===== src/rtl/issue_arbiter_pkg.sv =====
// Shared constants for the issue arbiter: unit indices used on the CDB select
// and the default issue-to-CDB latencies of each functional unit.
package issue_arbiter_pkg;

    localparam int UNIT_W = 2;

    typedef enum logic [UNIT_W-1:0] {
        ISSUE_UNIT_INT  = 2'd0,
        ISSUE_UNIT_LS   = 2'd1,
        ISSUE_UNIT_MULT = 2'd2,
        ISSUE_UNIT_DIV  = 2'd3
    } unit_t;

    localparam int LAT_INT_DEF  = 1;
    localparam int LAT_LS_DEF   = 1;
    localparam int LAT_MULT_DEF = 4;
    localparam int LAT_DIV_DEF  = 7;
    localparam int W_RSV_DEF    = 8;

endpackage


===== src/rtl/issue_arbiter_cdb_slot_reserve.sv =====
// CDB slot reservation shift register: bit i means the bus is booked i cycles
// from now; owner tracks which unit holds each booked slot.
module issue_arbiter_cdb_slot_reserve
    import issue_arbiter_pkg::*;
#(
    parameter int W_RSV = W_RSV_DEF,
    parameter int IDX_W = $clog2(W_RSV)
) (
    input  logic                          clk,
    input  logic                          reset,
    input  logic [2:0]                    book_en,
    input  logic [2:0][IDX_W-1:0]         book_idx,
    input  logic [2:0][UNIT_W-1:0]        book_unit,
    input  logic [3:0][IDX_W-1:0]         query_idx,
    output logic [3:0]                    query_free,
    output logic                          valid_now,
    output logic [UNIT_W-1:0]             owner_now
);

    logic [W_RSV-1:0]             rsv;
    logic [W_RSV-1:0]             rsv_n;
    logic [W_RSV-1:0][UNIT_W-1:0] owner;
    logic [W_RSV-1:0][UNIT_W-1:0] owner_n;

    // Bookings are written after the shift, so index L-1 lands on slot L-1
    // of the next cycle, i.e. L cycles after the granting cycle.
    always_comb begin
        rsv_n   = {1'b0, rsv[W_RSV-1:1]};
        owner_n = {{UNIT_W{1'b0}}, owner[W_RSV-1:1]};
        for (int k = 0; k < 3; k++) begin
            if (book_en[k]) begin
                rsv_n[book_idx[k]]   = 1'b1;
                owner_n[book_idx[k]] = book_unit[k];
            end
        end
    end

    always_ff @(posedge clk) begin
        if (reset) begin
            rsv   <= '0;
            owner <= '0;
        end else begin
            rsv   <= rsv_n;
            owner <= owner_n;
        end
    end

    always_comb begin
        for (int q = 0; q < 4; q++) begin
            query_free[q] = ~rsv[query_idx[q]];
        end
    end

    assign valid_now = rsv[0];
    assign owner_now = rsv[0] ? owner[0] : '0;

endmodule


===== src/rtl/issue_arbiter.sv =====
// Issue-stage scheduler: grants ready queues only when their result slot on
// the single CDB is free, serialises the divider and alternates INT/LS.
module issue_arbiter
    import issue_arbiter_pkg::*;
#(
    parameter int LAT_INT  = LAT_INT_DEF,
    parameter int LAT_LS   = LAT_LS_DEF,
    parameter int LAT_MULT = LAT_MULT_DEF,
    parameter int LAT_DIV  = LAT_DIV_DEF,
    parameter int W_RSV    = W_RSV_DEF
) (
    input  logic       clk,
    input  logic       reset,
    input  logic       issueint_ready,
    input  logic       issuels_ready,
    input  logic       issuemult_ready,
    input  logic       issuediv_ready,
    output logic       issueint_en,
    output logic       issuels_en,
    output logic       issuemult_en,
    output logic       issuediv_en,
    output logic [1:0] cdb_sel,
    output logic       cdb_sel_valid,
    output logic       div_busy
);

    localparam int IDX_W = $clog2(W_RSV);
    localparam int CNT_W = ($clog2(LAT_DIV) > 3) ? $clog2(LAT_DIV) : 3;

    logic [CNT_W-1:0]          div_cnt;
    logic                      rr_ls;
    logic [3:0]                query_free;
    logic                      int_elig;
    logic                      ls_elig;
    logic [2:0]                book_en;
    logic [2:0][IDX_W-1:0]     book_idx;
    logic [2:0][UNIT_W-1:0]    book_unit;
    logic [3:0][IDX_W-1:0]     query_idx;

    assign query_idx[0] = IDX_W'(LAT_INT);
    assign query_idx[1] = IDX_W'(LAT_LS);
    assign query_idx[2] = IDX_W'(LAT_MULT);
    assign query_idx[3] = IDX_W'(LAT_DIV);

    assign int_elig = issueint_ready & query_free[0];
    assign ls_elig  = issuels_ready  & query_free[1];

    // INT and LS land on the same slot, so only one may win; rr_ls breaks ties.
    assign issueint_en  = ~reset & int_elig & (~ls_elig | ~rr_ls);
    assign issuels_en   = ~reset & ls_elig  & (~int_elig | rr_ls);
    assign issuemult_en = ~reset & issuemult_ready & query_free[2];
    assign issuediv_en  = ~reset & issuediv_ready & query_free[3] & (div_cnt == '0);

    assign book_en[0]   = issueint_en | issuels_en;
    assign book_idx[0]  = IDX_W'(LAT_INT - 1);
    assign book_unit[0] = issueint_en ? ISSUE_UNIT_INT : ISSUE_UNIT_LS;
    assign book_en[1]   = issuemult_en;
    assign book_idx[1]  = IDX_W'(LAT_MULT - 1);
    assign book_unit[1] = ISSUE_UNIT_MULT;
    assign book_en[2]   = issuediv_en;
    assign book_idx[2]  = IDX_W'(LAT_DIV - 1);
    assign book_unit[2] = ISSUE_UNIT_DIV;

    issue_arbiter_cdb_slot_reserve #(
        .W_RSV (W_RSV),
        .IDX_W (IDX_W)
    ) u_rsv (
        .clk        (clk),
        .reset      (reset),
        .book_en    (book_en),
        .book_idx   (book_idx),
        .book_unit  (book_unit),
        .query_idx  (query_idx),
        .query_free (query_free),
        .valid_now  (cdb_sel_valid),
        .owner_now  (cdb_sel)
    );

    always_ff @(posedge clk) begin
        if (reset) begin
            div_cnt <= '0;
            rr_ls   <= 1'b0;
        end else begin
            if (issuediv_en) begin
                div_cnt <= CNT_W'(LAT_DIV - 1);
            end else if (div_cnt != '0) begin
                div_cnt <= div_cnt - 1'b1;
            end
            if (issueint_en) begin
                rr_ls <= 1'b1;
            end else if (issuels_en) begin
                rr_ls <= 1'b0;
            end
        end
    end

    assign div_busy = (div_cnt != '0);

endmodule


===== config.mk =====
export PLATFORM = sky130hd
export DESIGN_NAME = issue_arbiter
export DESIGN_NICKNAME = d
export VERILOG_FILES = /design/src/rtl/issue_arbiter_pkg.sv /design/src/rtl/issue_arbiter_cdb_slot_reserve.sv /design/src/rtl/issue_arbiter.sv
export SDC_FILE = /design/constraint.sdc
export NUM_CORES = 1
export LEC_CHECK = 0
export CORE_AREA = 5 5 42 44
export CTS_BUF_LIST = sky130_fd_sc_hd__clkbuf_4 sky130_fd_sc_hd__clkbuf_8
export DETAILED_ROUTE_END_ITERATION = 12
export DIE_AREA = 0 0 47 49
export PLACE_DENSITY = 0.73
export SETUP_SLACK_MARGIN = 0.1
export SYNTH_ARGS = -nofsm -noshare
export SYNTH_HDL_FRONTEND = slang
export SYNTH_SLANG_ARGS = --single-unit

===== constraint.sdc =====
create_clock -name clk -period 3.5 [get_ports clk]
set_input_delay 0.525 -clock clk [delete_from_list [all_inputs] [get_ports clk]]
set_output_delay 0.525 -clock clk [all_outputs]
set_load 0.01 [all_outputs]

==> results.md <==
- The adder-cell share of the synthesized area is 4.19%.
- The remaining antenna violation count after routing is 0.
- The clock input transition at the sequential cells of the worst setup and hold paths is 0.08 ns.
- The fraction of the mapped netlist area in simple logic gates is 27.7%.
- The critical path class is input port to output pin.
- In the post-synthesis netlist, the biggest area contributors are sky130_fd_sc_hd__dfxtp_1 54%, sky130_fd_sc_hd__nor2b_1 10%, sky130_fd_sc_hd__a211oi_1 6.3%.
- The cell chosen for the clock root is sky130_fd_sc_hd__clkbuf_4.
- The number of hold-repair buffers added at the cts stage is 0.
- After global routing the overflow that remains totals 0.
- The final count of negative-setup-slack endpoints is 0.
- The count of yosys warnings during synthesis is 0.
- The number of maximum-capacitance constraint violations is 0.
- The leakage power of the design is 0.304 nW.
- The clock arrives with 0.00750 ns of skew.
- The depth of the most critical reg-to-reg path is 5.
- The arrival time reported for the critical path endpoint is 2.01 ns.
- In this run the biggest area consumer among cell types represents 53.7% of the synthesized area.
- In this run the power density over the cells is 643 nW/um^2.
- In this run the critical register-to-register path is captured at div_cnt[2].
- The startpoint class of the critical path is an input port.
- The maximum level of the CTS H-tree is 1.
- The total track usage is 10.5%.
- The startpoint identified for the worst hold timing path is u_rsv.owner[12].
- Along the worst path, the maximum fanout reaches 13.
- The number of antenna violations at the first check in global routing was 0.
- From left edge to right edge, the die measures 47 um.
- The synthesized area divided by synthesized cell count is 10.1 um^2.
- TritonCTS built the clock tree.
- The detailed placement HPWL is 733 um.
- STA classifies the critical path endpoint as an output pin.
- The die covers 2300 um^2.
- The number of placement rows is 14.
- The top cell types in the final layout, fill and taps aside, are 16 x sky130_fd_sc_hd__dfxtp_1, 13 x sky130_fd_sc_hd__clkdlybuf4s50_1, 10 x sky130_fd_sc_hd__nor2b_1.
- Cells with a size suffix above 1 make up 10.8% of the layout.
- The first-pass GRT wire length is 1.78 mm.
- Buffers added to address setup during post-CTS repair amount to 0.
- Using the TritonRoute via totals, the vias-per-cell ratio works out to 4.81.
- The synthesized-area fraction occupied by ao, oa, aoi and oai cells is 9.43%.
- The maximum clock path buffer count is 2.
- Setup repair after global routing left no endpoint under its margin.
- The total number of vias is 433.
- The end point of the most critical hold path is u_rsv.owner[10].
- The startpoint identified for the worst register-to-register timing path is div_cnt[0].
- The overall die height is 49 um.
- The global placer's final weighted congestion is 0.742.
- The total power draw is 496 uW.
- After layout, the worst path uses 72.6% of the clock period.
- The area of all placed cells without fillers is 772 um^2.
- In the final routed layout, each cell accounts on average for 10.7 um.
- In this run, the number of DRC markers left after iteration 0 of detailed routing was 3.
- Measured against its own limit, the worst slew margin works out to 69.0%.
- The count of final hold-check violations came to 0.
- For this run, design rule violations remaining after detail routing come to 0.
- The summed instance area of the synthesized netlist is 597 um^2.
- The maximum clock frequency is 394 MHz.
- The largest family of logic cells by synthesized area is simple AND/OR/NAND/NOR gates.
- At the later pin of the worst-skew pair, clock insertion delay measures 0.28 ns.
- The most common library cell in the layout ignoring fill and taps is sky130_fd_sc_hd__dfxtp_1.
- The XOR/XNOR share of the synthesized area is 0%.
- The count of antenna diodes in the layout is 0.
- After synthesis, the share of cell area in mux cells is 0%.
- Along the worst hold path, the cell count comes to 1.
- The total clock sinks is 16.
- The final layout contains routed wiring with a total length of 959 um.
- The quantity of gates resized following cts is 0.
- The run finished with clean final reports.
- The initial utilization of the core area, before any placement, comes to 42.6%.
- The post-synthesis net count is 67.
- The number of global-route vias before repair is 415.
- The largest net degree at the start of global routing is 14.
- The minimum clock period is 2.54 ns.
- The number of iterations in the first detailed-routing pass is 2.
- After floorplanning, the core was sized to cover 1400 um^2.
- The worst-case IR drop observed on VDD is 485 uV.
- In the final design database the tool counted 83 nets.
- In this run the cell area measured after placement is 736 um^2.
- The total count of max-transition violations in the final report is 0.
- The post-synthesis cell count is 59.
- The number of different library cells used by synthesis comes to 19.
- The top-level port count is 14.
- The class of the most critical hold timing path is register to register.
- For the pin with the worst max-slew slack, the measured transition is 0.464 ns.
- The post-synthesis register bit count is 16.
- The final design utilization is 55.1%.
- The critical path starts at reset.
- The share of the Yosys chip area taken by registers is 53.7%.
- The worst register-to-register path has a setup slack of 2.20 ns.
- Buffers placed on the I/O ports in this run total 13.
- The number of buffers created by CTS is 3.
- For the worst setup path, the data required time is 2.97 ns.
- The final setup TNS is 0 ns.
- The biggest area contributor in the post-synthesis netlist is sky130_fd_sc_hd__dfxtp_1.
- The relative area change from synthesis to final layout is 29.4%.
flip-flops by register name (all words and copies together) (netlist names):
register,count
div_cnt,3
rr_ls,1
u_rsv.owner,9
u_rsv.rsv,3
worst max-delay path by stage:
stage	endpoint	slack (ns)
2_1_floorplan	issuediv_en	1.88
3_3_place_gp	issueint_en	0.95
3_5_place_dp	issuediv_en	0.93
4_1_cts	issuemult_en	0.93
5_1_grt	issuemult_en	0.81
6_report	issuediv_en	0.96
critical path: stages:
cell and delay (ns):
sky130_fd_sc_hd__clkdlybuf4s50_1 0.64, sky130_fd_sc_hd__nor3b_1 0.27, sky130_fd_sc_hd__clkdlybuf4s50_1 0.57
logic make-up (layout without fill, tap and decap cells):
| logic type | Yosys count | after routing |
|---|---|---|
| DFF | 16 | 16 |
| adders and majority gates | 2 | 2 |
| AOI/OAI and AO/OA | 8 | 8 |
| and+or+nand+nor | 27 | 27 |
| buffers and inverters | 6 | 21 |
stage by stage:
stage	hold WS [ns]	instances	worst slack (ns)
floorplan	0.414	59	1.88
global placement	0.417	86	0.954
detailed placement	0.425	86	0.931
CTS	0.446	90	0.932
global route	0.463	90	0.809
finish	0.441	90	0.960
cell type report:
class / count / area (um^2)
clock buffer: 4 / 36.3
timing repair buffer: 14 / 138
fill: 138 / 629
tap: 16 / 20.0
inverter: 3 / 11.3
multi-input combinational: 37 / 246
sequential: 16 / 320
cell usage after synthesis:
master	instances
sky130_fd_sc_hd__ha_1	2
sky130_fd_sc_hd__nor3b_1	3
sky130_fd_sc_hd__nor2_1	4
sky130_fd_sc_hd__or3_1	1
sky130_fd_sc_hd__a21oi_1	1
sky130_fd_sc_hd__and2_1	2
sky130_fd_sc_hd__a211oi_1	5
sky130_fd_sc_hd__and2b_2	1
sky130_fd_sc_hd__nor2b_1	10
sky130_fd_sc_hd__o21ai_0	1
sky130_fd_sc_hd__clkbuf_1	2
sky130_fd_sc_hd__buf_6	1
sky130_fd_sc_hd__nor3_1	2
sky130_fd_sc_hd__nand2b_1	1
sky130_fd_sc_hd__nand2b_4	1
sky130_fd_sc_hd__inv_1	3
sky130_fd_sc_hd__nand2_1	2
sky130_fd_sc_hd__a21oi_2	1
sky130_fd_sc_hd__dfxtp_1	16
power breakdown:
group	internal, mW	switching, mW	total (mW)	leakage [nW]
Combinational	0.0847	0.0746	0.159	0.152
Sequential	0.208	0.0117	0.220	0.131
Clock	0.0632	0.0537	0.117	0.0210
Total	0.356	0.140	0.496	0.304
layer usage:
layer,part of all wire (%),vias up,track usage [%]
met5,0,-,0
met4,0,0,5.53
met3,9.9,0,4.06
met2,46,14,14.7
met1,44,197,13.4
li1,-,222,-
(Power assumes the default switching activity.)
